$ cat src/rtl/spi_receiver.sv
// SPI slave receiver: synchronizes sck/sce/mosi/dc_in into clk and assembles MSB-first words.
// Build option SPI_RECEIVER_OVERRUN_EN: drop unconsumed-word overwrites and flag overrun.
module spi_receiver #(
  parameter int DATA_SIZE    = 8,
  parameter int COUNTER_SIZE = 4
) (
  input  logic                 clk,
  input  logic                 rst,
  input  logic                 sck,
  input  logic                 sce,
  input  logic                 mosi,
  input  logic                 dc_in,
  output logic [DATA_SIZE-1:0] data_out,
  output logic                 dc_out,
  output logic                 data_valid,
  input  logic                 data_ack,
  output logic                 frame_done,
  output logic                 overrun
);

  typedef enum logic {
    IDLE,
    RECV
  } state_t;

  state_t                  state;
  logic                    sck_s1, sck_s2, sck_d;
  logic                    sce_s1, sce_s2;
  logic                    mosi_s1, mosi_s2;
  logic                    dc_s1, dc_s2;
  logic [DATA_SIZE-2:0]    shift;
  logic [COUNTER_SIZE-1:0] cnt;
  logic                    sck_rise;
  logic                    last_bit;
  logic [DATA_SIZE-1:0]    word;

  assign sck_rise = sck_s2 & ~sck_d;
  assign last_bit = cnt == COUNTER_SIZE'(DATA_SIZE - 1);
  assign word     = {shift, mosi_s2};

  // sck/sce idle high, so their flops reset to 1 to avoid a false edge
  always_ff @(posedge clk or posedge rst) begin
    if (rst) begin
      sck_s1  <= 1'b1;
      sck_s2  <= 1'b1;
      sck_d   <= 1'b1;
      sce_s1  <= 1'b1;
      sce_s2  <= 1'b1;
      mosi_s1 <= 1'b0;
      mosi_s2 <= 1'b0;
      dc_s1   <= 1'b0;
      dc_s2   <= 1'b0;
    end else begin
      sck_s1  <= sck;
      sck_s2  <= sck_s1;
      sck_d   <= sck_s2;
      sce_s1  <= sce;
      sce_s2  <= sce_s1;
      mosi_s1 <= mosi;
      mosi_s2 <= mosi_s1;
      dc_s1   <= dc_in;
      dc_s2   <= dc_s1;
    end
  end

`ifndef SPI_RECEIVER_OVERRUN_EN
  assign overrun = 1'b0;
`endif

  always_ff @(posedge clk or posedge rst) begin
    if (rst) begin
      state      <= IDLE;
      shift      <= '0;
      cnt        <= '0;
      data_out   <= '0;
      dc_out     <= 1'b0;
      data_valid <= 1'b0;
      frame_done <= 1'b0;
`ifdef SPI_RECEIVER_OVERRUN_EN
      overrun    <= 1'b0;
`endif
    end else begin
      frame_done <= 1'b0;
      if (data_ack) begin
        data_valid <= 1'b0;
`ifdef SPI_RECEIVER_OVERRUN_EN
        overrun    <= 1'b0;
`endif
      end
      unique case (state)
        IDLE: begin
          if (!sce_s2) begin
            state <= RECV;
            cnt   <= '0;
            shift <= '0;
          end
        end
        RECV: begin
          if (sce_s2) begin
            state      <= IDLE;
            cnt        <= '0;
            frame_done <= 1'b1;
          end else if (sck_rise) begin
            shift <= word[DATA_SIZE-2:0];
            if (last_bit) begin
              cnt <= '0;
`ifdef SPI_RECEIVER_OVERRUN_EN
              if (data_valid && !data_ack) begin
                overrun <= 1'b1;
              end else begin
                data_out   <= word;
                dc_out     <= dc_s2;
                data_valid <= 1'b1;
              end
`else
              data_out   <= word;
              dc_out     <= dc_s2;
              data_valid <= 1'b1;
`endif
            end else begin
              cnt <= cnt + COUNTER_SIZE'(1);
            end
          end
        end
        default: state <= IDLE;
      endcase
    end
  end

endmodule

$ cat config.mk
export PLATFORM = sky130hd
export DESIGN_NAME = spi_receiver
export DESIGN_NICKNAME = d
export VERILOG_FILES = /design/src/rtl/spi_receiver.sv
export SDC_FILE = /design/constraint.sdc
export NUM_CORES = 1
export LEC_CHECK = 0
export BUFFER_PORTS_ARGS = -buffer_cell sky130_fd_sc_hd__buf_2
export CORE_UTILIZATION = 50
export DETAILED_ROUTE_END_ITERATION = 8
export PLACE_DENSITY = 0.8
export SYNTH_ARGS = -nofsm -noshare
export SYNTH_HDL_FRONTEND = slang
export SYNTH_SLANG_ARGS = --single-unit
$ cat constraint.sdc
create_clock -name clk -period 2.5 [get_ports clk]
set_clock_uncertainty 0.2 [all_clocks]
set_input_delay 0.375 -clock clk [delete_from_list [all_inputs] [get_ports clk]]
set_output_delay 0.375 -clock clk [all_outputs]
set_load 0.05 [all_outputs]
==> key figures <==
Pwr
  – Internal: 764.3 uW
  – Final Power: 972.2 uW
  – Net Sw Frac: 0.2139
  – Power Density: 654.1 nW/um^2
  – VDD IR max: 0.4614 mV
  – Sw Pwr: slightly above 200 uW
  – LEAKAGE: 0.0007690 uW
  – Sequential share of power: 0.562
  – Combinational share of power: 0.051
  – Clock power share: 0.387

Worst setup path
  – Slowest CP cell: dfstp_2
  – Largest delay share family, worst path: simple AND/OR/NAND/NOR gates
  – Critical Path Fanout Max: 10
  – CP cell instances: nor2b_2 -> and3_4 -> and2_4 -> mux2_4
  – Crit path required time: 2520 ps
  – Critical Path AT: 1890 ps
  – Critical path's largest stage delay: approximately 560 ps
  – CP bufs+invs: 0
  – Worst setup EP type: flip-flop
  – Setup crit start kind: flip-flop
  – Crit Path Class: flip-flop to flip-flop

Floorplan
  – Core Box Area: approximately 2300 sq um
  – Die Width: roughly 53 microns
  – Die area: 2772 sq um
  – Row cnt: 17
  – DIE HEIGHT: 52.65 microns
  – Initial Util: 0.5532
  – Boundary Pins: 19

Finish
  – Net count reported at finish: between 100 and 150
  – Area growth from synthesis to layout: 15.90%
  – Inserted Diodes: 0
  – Most frequent cells in the layout: dfrtp_1, buf_2, a22o_1, mux2_4, nand2_1
  – Most common cell after layout, fill and taps aside: dfrtp_1
  – Post-route cell area: 1486 sq um
  – Fillers: 190
  – Core Util, Final: 0.6411
  – Share of layout cells above drive strength 1: 0.3826

Timing
  – Slew headroom: 0.5273
  – Worst-margin pin slew: 708.3 ps
  – Fin crit period: 1872 ps
  – Final setup vio count: 0
  – RSZ-0062 raised after global routing: no
  – Tcrit/Tclk final: 0.7489
  – Pins Over Slew Limit: 0
  – Final Hold Vio Count: 0
  – Setup TNS: 0 ps
  – Fmax: around 530 MHz

Synth
  – Syn Inst Count: 89
  – Post-synth cell types: 29
  – Sequential share of the synthesized area: 0.6293
  – Post-synth top area share: 0.5268
  – Mapped Area: 1282 sq um
  – Yosys warnings: 0
  – Syn_area_per_cell: 14.41 sq um
  – Syn Nets: 97
  – Cell accounting for the most synthesized area: dfrtp_1
  – #FFs+latches synth: 32
  – Synth top area cells: dfrtp_1, mux2_4, dfstp_2

Clock network
  – Clk buf depth: 2
  – Root Driver: clkbuf_4
  – Setup bufs post-CTS: 0
  – Clock Latency Late Sink: 330 ps
  – Cts hold-fix bufs: 5
  – Clock sink total: 32
  – Clock-pin slew on the worst setup and hold paths: 100 ps
  – CTS resizes: 0
  – Number of CTS-inserted buffers: 5
  – CTS tree: built
  – H-tree Lvls: 2

Global routing
  – First-pass GRT wire length: 3318 microns
  – GRT Util Overall: 0.1781
  – Remaining global-route overflow: 0
  – Number of global-route vias before repair: 719
  – Largest net degree at the start of global routing: 21
  – Initial antenna violation count: 0

Detailed routing
  – Via density: approximately 5.2
  – First drt pass iteration count: 4
  – DRT iter0 DRCs: 6
  – Routed Antenna Nets: 0
  – Vias: 750
  – Remaining routing DRC violations: 0
  – WL final: 2067 microns
  – Avg WL per Cell: roughly 14 microns

Place
  – I/O Buffers: 17
  – Gpl congestion: 0.7694
  – Post-DP HPWL: 1392 microns
  – DP Area: around 1400 sq um

Status
  – Outcome: finished clean

Flow run
  – Max-Cap Viols: 0

Hold path
  – HP Class: primary input to flip-flop
## power groups by stage
stage	clock, uW	combinational (uW)	sequential (uW)
floorplan	0	35.9	553
global placement	0	43.4	556
detailed placement	0	44.6	556
CTS	385	50.8	546
global route	408	55.4	549
finish	376	49.6	547
## routing by layer
metal / up-vias / routed length, microns / track usage
met5: - / 0 / 0
met4: 0 / 53 / 0.1053
met3: 7 / 79 / 0.05217
met2: 20 / 983 / 0.2785
met1: 362 / 951 / 0.2159
li1: 361 / - / -
## worst reg2reg max path, stage by stage (launching register included)
cell,delay (ps)
dfstp_2,560
nor2b_2,180
and3_4,230
and2_4,270
mux2_4,320
## flip-flops by register name, summed over array words and instances, names as in the netlist
signal	cells
frame_done	1
dc_s1	1
mosi_s1	1
mosi_s2	1
sck_d	1
sce_s1	1
sck_s2	1
data_out	8
cnt	4
data_valid	1
state	1
dc_s2	1
shift	7
sce_s2	1
sck_s1	1
dc_out	1
## stage by stage
stage               instances  setup slack (ps)  hold WS, ps
global placement          130             690.8        140.8
detailed placement        130             641.6        144.3
CTS                       143             625.8        108.4
finish                    143             627.8        119.0
floorplan                  89             672.0        131.2
global route              143             550.7        128.9
## Yosys cell counts
cell type	count
nor2b_2	1
xor2_1	1
mux2i_1	2
dfstp_2	5
buf_6	2
nor3_1	2
and2_1	1
o22ai_1	3
inv_4	1
clkbuf_1	2
nor2_1	1
ha_1	1
inv_1	2
buf_4	1
nand2_1	7
a22o_1	9
conb_1	1
a21o_1	1
a21oi_1	1
and3_1	1
nand4_1	1
dfrtp_1	27
o21ai_0	1
buf_12	1
and2_4	1
and3b_1	1
and3_4	1
nand2b_1	2
mux2_4	9
## cells by family after synthesis
group | share of synthesized area
flip-flops | 0.6293
AND/OR/NAND/NOR | 0.08489
AO/OA/AOI/OAI | 0.08976
multiplexers | 0.1210
buffers and inverters | 0.05562
adder cells (fa/ha/maj) | 0.009755
other | 0.002924
XOR/XNOR | 0.006831
## area by class of cell
type	count	area, sq um	area share
clock inverters	2	35.03	0.02357
clock buffers	6	41.29	0.02778
repair buffers	24	150.1	0.1010
multi-input cells	48	404.1	0.2719
inverters	3	13.76	0.009259
well taps	28	35.03	0.02357
flip-flops and latches	32	807.0	0.5429
## path summary, 6_finish.rpt
| kind | cells after the start | slack (ps) | endpoint | start |
|---|---|---|---|---|
| worst max-delay path | 4 | 630 | data_out[5] | sck_s2 |
| worst min-delay path | 3 | 120 | data_valid | data_ack |
| worst max register to register | 4 | 630 | data_out[5] | sck_s2 |
| worst min register to register | 0 | 160 | mosi_s2 | mosi_s1 |
| max in group asynchronous | 4 | 1030 | shift[3] | rst |
| min in group asynchronous | 3 | 480 | dc_s1 | rst |
Power figures use the tool's default switching activity.
